### src/rtl/ar_rr_arbiter.sv
`default_nettype none
// ============================================================================
// Module   : ar_rr_arbiter
// Purpose  : Two-master round-robin AR arbiter. It holds one outstanding read
//            and checks the R burst length against the granted ARLEN.
// Revision : 1.0 - initial release
// ============================================================================
module ar_rr_arbiter #(
  parameter int ID_BITS   = 4,
  parameter int ADDR_BITS = 32,
  parameter int LEN_BITS  = 4,
  parameter int SIZE_BITS = 3
) (
  input  logic                 clk,
  input  logic                 rst,
  input  logic [ID_BITS-1:0]   ARID_M0,
  input  logic [ID_BITS-1:0]   ARID_M1,
  input  logic [ADDR_BITS-1:0] ARADDR_M0,
  input  logic [ADDR_BITS-1:0] ARADDR_M1,
  input  logic [LEN_BITS-1:0]  ARLEN_M0,
  input  logic [LEN_BITS-1:0]  ARLEN_M1,
  input  logic [SIZE_BITS-1:0] ARSIZE_M0,
  input  logic [SIZE_BITS-1:0] ARSIZE_M1,
  input  logic [1:0]           ARBURST_M0,
  input  logic [1:0]           ARBURST_M1,
  input  logic                 ARVALID_M0,
  input  logic                 ARVALID_M1,
  output logic                 ARREADY_M0,
  output logic                 ARREADY_M1,
  output logic [ID_BITS+3:0]   IDS_M,
  output logic [ADDR_BITS-1:0] ADDR_M,
  output logic [LEN_BITS-1:0]  LEN_M,
  output logic [SIZE_BITS-1:0] SIZE_M,
  output logic [1:0]           BURST_M,
  output logic                 VALID_M,
  input  logic                 READY_M,
  input  logic                 RVALID_M,
  input  logic                 RREADY_M,
  input  logic                 RLAST_M,
  output logic [1:0]           grant,
  output logic                 busy,
  output logic                 len_err
);

  typedef enum logic [1:0] {
    S_IDLE = 2'd0,
    S_ADDR = 2'd1,
    S_DATA = 2'd2
  } state_t;

  localparam logic [3:0]        c_tag_m0 = 4'b0001;
  localparam logic [3:0]        c_tag_m1 = 4'b0010;
  localparam logic [LEN_BITS:0] c_one    = {{LEN_BITS{1'b0}}, 1'b1};

  state_t                 r_state;
  logic                   r_prio;  // 1 when M1 wins a tie
  logic [LEN_BITS:0]      r_beats;
  logic [ID_BITS+3:0]     r_ids;
  logic [ADDR_BITS-1:0]   r_addr;
  logic [LEN_BITS-1:0]    r_len;
  logic [SIZE_BITS-1:0]   r_size;
  logic [1:0]             r_burst;
  logic                   r_valid;
  logic [1:0]             r_grant;
  logic                   r_len_err;

  logic                   w_idle;
  logic                   w_win0;
  logic                   w_win1;
  logic                   w_rbeat;
  logic [LEN_BITS:0]      w_len_ext;

  assign w_idle    = (r_state == S_IDLE);
  assign w_win0    = ARVALID_M0 & (~ARVALID_M1 | ~r_prio);
  assign w_win1    = ARVALID_M1 & (~ARVALID_M0 | r_prio);
  assign w_rbeat   = RVALID_M & RREADY_M;
  assign w_len_ext = {1'b0, r_len};

  // Acceptance is combinational so a request is taken in the cycle it is seen.
  assign ARREADY_M0 = w_idle & w_win0 & ~rst;
  assign ARREADY_M1 = w_idle & w_win1 & ~rst;

  always_ff @(posedge clk or posedge rst) begin
    if (rst) begin
      r_state   <= S_IDLE;
      r_prio    <= 1'b0;
      r_beats   <= '0;
      r_ids     <= '0;
      r_addr    <= '0;
      r_len     <= '0;
      r_size    <= '0;
      r_burst   <= '0;
      r_valid   <= 1'b0;
      r_grant   <= 2'b00;
      r_len_err <= 1'b0;
    end else begin
      r_len_err <= 1'b0;
      case (r_state)
        S_IDLE: begin
          if (w_win0 | w_win1) begin
            r_ids   <= w_win1 ? {c_tag_m1, ARID_M1} : {c_tag_m0, ARID_M0};
            r_addr  <= w_win1 ? ARADDR_M1  : ARADDR_M0;
            r_len   <= w_win1 ? ARLEN_M1   : ARLEN_M0;
            r_size  <= w_win1 ? ARSIZE_M1  : ARSIZE_M0;
            r_burst <= w_win1 ? ARBURST_M1 : ARBURST_M0;
            r_grant <= {w_win1, w_win0};
            r_prio  <= w_win0;
            r_valid <= 1'b1;
            r_state <= S_ADDR;
          end
        end
        S_ADDR: begin
          if (READY_M) begin
            r_valid <= 1'b0;
            r_beats <= '0;
            r_state <= S_DATA;
          end
        end
        S_DATA: begin
          if (w_rbeat) begin
            if (RLAST_M) begin
              r_len_err <= (r_beats != w_len_ext);
              r_grant   <= 2'b00;
              r_state   <= S_IDLE;
            end else begin
              if (r_beats == w_len_ext) begin
                r_len_err <= 1'b1;
              end
              // Saturate one past LEN so an overlong burst can never wrap back to a match.
              if (r_beats <= w_len_ext) begin
                r_beats <= r_beats + c_one;
              end
            end
          end
        end
        default: begin
          r_state <= S_IDLE;
        end
      endcase
    end
  end

  assign IDS_M   = r_ids;
  assign ADDR_M  = r_addr;
  assign LEN_M   = r_len;
  assign SIZE_M  = r_size;
  assign BURST_M = r_burst;
  assign VALID_M = r_valid;
  assign grant   = r_grant;
  assign busy    = ~w_idle;
  assign len_err = r_len_err;

endmodule
`default_nettype wire

### config.mk
export PLATFORM = sky130hd
export DESIGN_NAME = ar_rr_arbiter
export DESIGN_NICKNAME = d
export VERILOG_FILES = /design/src/rtl/ar_rr_arbiter.sv
export SDC_FILE = /design/constraint.sdc
export NUM_CORES = 1
export LEC_CHECK = 0
export CORE_MARGIN = 2
export CORE_UTILIZATION = 39
export CTS_CLUSTER_SIZE = 16
export DETAILED_ROUTE_END_ITERATION = 8
export GPL_TIMING_DRIVEN = 0
export PLACE_DENSITY = 0.91
export SLEW_MARGIN = 10
export SYNTH_ARGS = -nofsm -noshare
export SYNTH_HDL_FRONTEND = slang
export SYNTH_SLANG_ARGS = --single-unit
### constraint.sdc
create_clock -name clk -period 2.7 [get_ports clk]
set_input_delay 0.54 -clock clk [delete_from_list [all_inputs] [get_ports clk]]
set_output_delay 0.54 -clock clk [all_outputs]
set_load 0.02 [all_outputs]
==> flow_summary_export.csv, run 1 <==
group,metric,value,unit
outcome,status,"finished, final reports clean",
die,io-pin-count,154,
placement,io_buffer_count,151,
run,cap_violations,0,
layout,fin_area,4820,um2
drt,post_drt_wl_per_cell,16.9,um
drt,vias_per_cell,5.08,
pwr,swShare,38.4,%
worst_setup_path,timing.rr.start,"LEN_M[3]",
sta,fmax,0.384,GHz
clock_tree,postCtsSetupBuffers,0,
clock_tree,cts_buffer_depth,2,
die,fp-row-count,31,
logic_synthesis,async_flop_share,100,%
sta,hold_violations,0,
clock_tree,htreeDepth,3,
logic_synthesis,synth.top_cell.area_share,51.2,%
sta,slew_headroom,56.3,%
die,start_util,40.0,%
die,die_w,90.0,um
sta,setup_tns,0,ns
die,die_h,90.0,um
drt,drt_wl_total,9130,um
clock_tree,path_clk_slew,0.07,ns
pwr,p_per_area,1080,nW/um2
pwr,clkPwrFrac,19.9,%
hold_path,min_path_type,"register to register",
worst_setup_path,reg2reg_to,"r_beats[4]",
placement,dp_cells,525,
logic_synthesis,ys_ff_latch,59,
worst_setup_path,crit_fanout,13,
pwr,p_int,3.21,mW
layout,fin_cells,542,
logic_synthesis,ys_types,39,
clock_tree,clock-sinks,59,
hold_path,hold_start,"ADDR_M[26]",
layout,n_antenna_cell,0,
logic_synthesis,yosysMostFrequentCell,"dfrtp_1",
die,design.core.area,7210,um2
logic_synthesis,yosysTopAreaCell,"dfrtp_1",
worst_setup_path,required,2.16,ns
worst_setup_path,startpoint_type,"input pin",
clock_tree,cts_made_buffers,9,
pwr,seqPwrFrac,30.2,%
logic_synthesis,syn_avg_cell_area,10.6,um2
layout,syn_to_final_growth,67.4,%
worst_setup_path,critPathCaptureType,"output port",
pwr,p_switching,2.00,mW
sta,skew,0.00797,ns
layout,drive_gt1_share,9.93,%
clock_tree,clock_latency,0.34,ns
sta,worst_pin_slew,0.653,ns
worst_setup_path,crit_path_cell_trace,"clkdlybuf4s50_1, clkinvlp_4, and2_1, clkdlybuf4s15_2",
global_route,grt_max_degree,36,
global_route,grt_pass1_wl,14700,um
pwr,combPwrFrac,49.9,%
logic_synthesis,ys_warn_count,0,
logic_synthesis,synth_flop_cell,"dfrtp_1",
layout,final_nets,541,
clock_tree,cts_tree,"yes",
drt,vias,2753,
pwr,peakVddDrop,0.000589,V
pwr,p_leak,2.22,nW
drt,antenna_left,0,
logic_synthesis,synth-edff-count,0,
worst_setup_path,worstRegToRegCells,6,
hold_path,worstHoldPathCells,2,
placement,gp_congestion,0.832,
die,die_area,8100,um2
logic_synthesis,synth_area,2880,um2
worst_setup_path,critPathArrivalTime,2.07,ns
worst_setup_path,critPathKind,"input pin to output port",
sta,rsz0062_at_grt,"false",
hold_path,hold_end,"ADDR_M[26]",
logic_synthesis,yosys-top-cells-count,"59 x dfrtp_1, 48 x nand2_1, 39 x mux2i_1",
global_route,grt_overflow,0,
placement,place_area,4550,um2
worst_setup_path,slowest_delay,0.62,ns
logic_synthesis,synthCells,273,
placement,dp_hpwl,7010,um
worst_setup_path,crit_slowest_cell,"clkdlybuf4s50_1",
global_route,grt_usage,23.0,%
drt,firstDrtPassIters,7,
drt,drtIter0Drc,81,
sta,finalSetupViolCount,0,
worst_setup_path,reg2reg_slack,0.71,ns
sta,post-route-min-period,2.61,ns
drt,drc,0,
global_route,grt_pass1_vias,2939,
sta,slew_violations,0,
clock_tree,cts_root_buf,"clkbuf_8",
global_route,antenna_found_initial,0,
logic_synthesis,ys_seq_area_share,51.2,%
logic_synthesis,ys_top_cells_by_area,"dfrtp_1 51%, mux2i_1 14%, o21ai_0 6.4%, nand2_1 6.3%, a221o_1 2.4%",
sta,period_share,96.6,%
## power by group through the flow
stage / registers [mW] / logic (mW) / clock network [mW]
2_1_floorplan: 1.99 / 0.935 / 0
3_3_place_gp: 1.54 / 2.50 / 0
3_5_place_dp: 1.58 / 2.61 / 0
4_1_cts: 1.58 / 2.63 / 1.05
5_1_grt: 1.63 / 2.79 / 1.10
6_report: 1.58 / 2.60 / 1.04
## flip-flops by register name (all words and copies together), names as in the netlist, 2 cells and up
signal   flops
r_beats      5
ADDR_M      32
grant        2
IDS_M        6
BURST_M      2
LEN_M        4
r_state      2
SIZE_M       3
## cell type report
cell class | count | area [um2]
repair inverters | 1 | 5.00
fillers | 599 | 2390
repair buffers | 152 | 1530
well taps | 99 | 124
multi-input cells | 188 | 1280
plain buffers | 16 | 111
inverters | 11 | 45.0
clock inverters | 4 | 95.1
clock buffers | 12 | 165
flip-flops and latches | 59 | 1480
## layout by cell type (no fill, tap or decap), types with 6 or more instances in the layout
cell type	Yosys	final
dfrtp_1	59	59
inv_1	11	9
nand2_1	48	48
clkdlybuf4s50_1	0	148
o21ai_0	37	37
mux2i_1	39	39
clkbuf_8	0	12
buf_2	6	6
and2_1	8	8
a221o_1	7	7
## what timing repair did
item | 4_1_cts | 5_1_grt
cloned | 1 | 0
pin swaps | 1 | 0
gates resized for setup | 10 | 2
hold buffers | 0 | 0
endpoints found under the setup margin | 2 | 1
## worst max-delay path: cells and delay by family
family        cells  cell delay, ns
buf+inv           3            1.26
simple gates      1            0.27
## cell families (layout without fill, tap and decap cells)
family                     Yosys count  count (layout)  share of synthesized area [%]
and+or+nand+nor                     75              75                           12.7
DFF                                 59              59                           51.2
buffers and inverters               27             196                           5.08
other                                1               2                          0.130
xor gates and xnor gates             1               1                          0.304
AOI/OAI and AO/OA                   66              66                           14.9
adders and majority gates            5               5                           2.17
muxes                               39              39                           13.5
## metal layers
layer / GRT usage (%) / part of all wire [%] / vias to the layer above / wire [um]
met5: 0 / 0 / - / 0
met4: 9.62 / 2.2 / 0 / 199
met3: 4.86 / 6.3 / 18 / 574
met2: 41.3 / 52 / 128 / 4790
met1: 26.6 / 39 / 1319 / 3570
li1: - / - / 1288 / -
## stage by stage
| step | total power [mW] | util [%] | hold WS (ns) | worst slack [ns] |
|---|---|---|---|---|
| global route | 5.52 | 66.9 | 0.518 | 0.00690 |
| floorplan | 2.92 | - | 0.496 | 0.358 |
| global placement | 4.05 | 62.7 | 0.462 | -1.03 |
| finish | 5.21 | 66.9 | 0.482 | 0.0928 |
| detailed placement | 4.18 | 63.0 | 0.470 | -0.492 |
| CTS | 5.26 | 67.0 | 0.485 | 0.0194 |
## worst max path at each step
stage                     cells after the start        from  slack, ns         end
after detailed placement                      6  ARVALID_M0      -0.49  ARREADY_M0
after CTS                                     7  ARVALID_M0       0.02  ARREADY_M1
after floorplan                               2         rst       0.36  ARREADY_M0
final                                         4         rst       0.09  ARREADY_M0
after global placement                        4         rst      -1.03  ARREADY_M0
after global routing                          4         rst      0.007  ARREADY_M0
Power figures use the tool's default switching activity.
==> run 2: changes to the inputs <==
PLACE_DENSITY = default   (was 0.91)
PLACE_DENSITY_LB_ADDON = 0.15   (was default)
==> flow_summary_export.csv, run 2 (synthesis gave the netlist of run 1 again) <==
group,metric,value,unit
sta,setup_slack,0.159,ns
global_route,grt_overflow,0,
drt,drc,0,
placement,dp_hpwl,6250,um
pwr,p_leak,2.21,nW
layout,fin_area,4800,um2
die,die_area,8100,um2
clock_tree,cts_root_buf,"clkbuf_8",
pwr,p_per_area,1030,nW/um2
clock_tree,cts_hold_buf,0,
sta,worst_pin_slew,0.780,ns
die,design.core.area,7210,um2
layout,fillers,621,
clock_tree,clock-sinks,59,
worst_setup_path,critPathKind,"input pin to output port",
sta,fmax,0.393,GHz
clock_tree,htreeDepth,3,
global_route,grt_usage,20.3,%
die,start_util,40.0,%
worst_setup_path,required,2.16,ns
die,io-pin-count,154,
sta,rsz0062_at_grt,"false",
global_route,antenna_found_initial,0,
worst_setup_path,critPathCaptureType,"output port",
sta,skew,0.00832,ns
sta,slew_headroom,47.7,%
placement,place_area,4550,um2
worst_setup_path,critPathArrivalTime,2.00,ns
clock_tree,cts_made_buffers,9,
drt,drt_wl_total,8130,um
placement,dp_cells,525,
global_route,grt_pass1_vias,2789,
hold_path,min_path_type,"register to register",
sta,period_share,94.1,%
sta,setup_tns,0,ns
worst_setup_path,startpoint_type,"input pin",
drt,post_drt_wl_per_cell,14.9,um
clock_tree,cts_buffer_depth,2,
sta,finalSetupViolCount,0,
die,fp-row-count,31,
placement,gp_congestion,0.778,
layout,drive_gt1_share,10.7,%
layout,final_cell_mix,"148 x clkdlybuf4s50_1, 59 x dfrtp_1, 48 x nand2_1",
layout,fin_cells,546,
pwr,peakVddDrop,0.000437,V
clock_tree,cts_tree,"yes",
layout,syn_to_final_growth,66.6,%
drt,vias_per_cell,4.87,
placement,dp_slack,-0.511,ns
run,cap_violations,0,
drt,vias,2657,
layout,layout_commonest_cell,"clkdlybuf4s50_1",
layout,final_nets,546,
placement,io_buffer_count,151,
global_route,grt_pass1_wl,13200,um
drt,firstDrtPassIters,4,
die,die_h,90.0,um
clock_tree,path_clk_slew,0.06,ns
sta,post-route-min-period,2.54,ns
sta,slew_violations,0,
layout,n_antenna_cell,0,
outcome,status,"finished, final reports clean",
worst_setup_path,crit_fanout,10,
global_route,grt_max_degree,29,
clock_tree,clock_latency,0.33,ns
layout,largest_reg_flops,32,
drt,antenna_left,0,
sta,hold_violations,0,
die,die_w,90.0,um
drt,drtIter0Drc,129,
## run 2: power breakdown
| part | switching (mW) | internal (mW) | total [mW] |
|---|---|---|---|
| Sequential | 0.270 | 1.29 | 1.56 |
| Combinational | 1.32 | 1.23 | 2.56 |
| Clock | 0.339 | 0.469 | 0.808 |
## run 2: layout make-up
cell class                 count  area [um2]  share of cell area [%]
timing repair buffer         157        1560                    32.6
multi-input combinational    188        1280                    26.6
clock inverter                 4        50.0                    1.04
clock buffer                  11         151                    3.15
buffer                        16         111                    2.32
sequential                    59        1480                    30.7
tap                           99         124                    2.58
inverter                      11        45.0                   0.938
timing repair inverter         1        5.00                   0.104
## run 2: final timing paths
check,startpoint,endpoint,slack [ns],depth (start not counted)
min in group asynchronous,rst,IDS_M[4],0.73,3
setup reg to reg,r_beats[3],r_beats[1],0.76,5
hold / removal,ADDR_M[14],ADDR_M[14],0.48,2
setup / recovery,ARVALID_M0,ARREADY_M0,0.16,6
hold reg to reg,ADDR_M[14],ADDR_M[14],0.48,2
max in group asynchronous,rst,ADDR_M[13],1.49,2
## run 2: timing repair
item,4_1_cts,5_1_grt
endpoints found under the setup margin,2,2
gates resized for setup,10,2
pin swaps,1,0
gates cloned,1,0
setup buffers,0,5
## run 2: worst max-delay path, stage by stage
cell	delay [ns]
clkdlybuf4s50_1	0.54
inv_2	0.07
a2111oi_4	0.27
buf_6	0.19
and2_1	0.14
clkdlybuf4s15_2	0.25
## run 2: per-layer routing
metal / vias to the layer above / part of all wire (%) / routed length, um / global-route usage, %
met5: - / 0 / 0 / 0
met4: 0 / 1.4 / 112 / 6.92
met2: 105 / 49 / 3980 / 34.4
met1: 1251 / 42 / 3380 / 25.1
met3: 8 / 8.0 / 650 / 5.78
li1: 1293 / - / - / -
## run 2: per-stage QoR
step           hold slack [ns]  util [%]  total power, mW
2_1_floorplan            0.496         -             2.92
3_3_place_gp             0.461      62.7             4.07
3_5_place_dp             0.469      63.0             4.13
4_1_cts                  0.484      66.1             4.98
5_1_grt                  0.503      66.6             5.27
6_report                 0.480      66.6             4.93
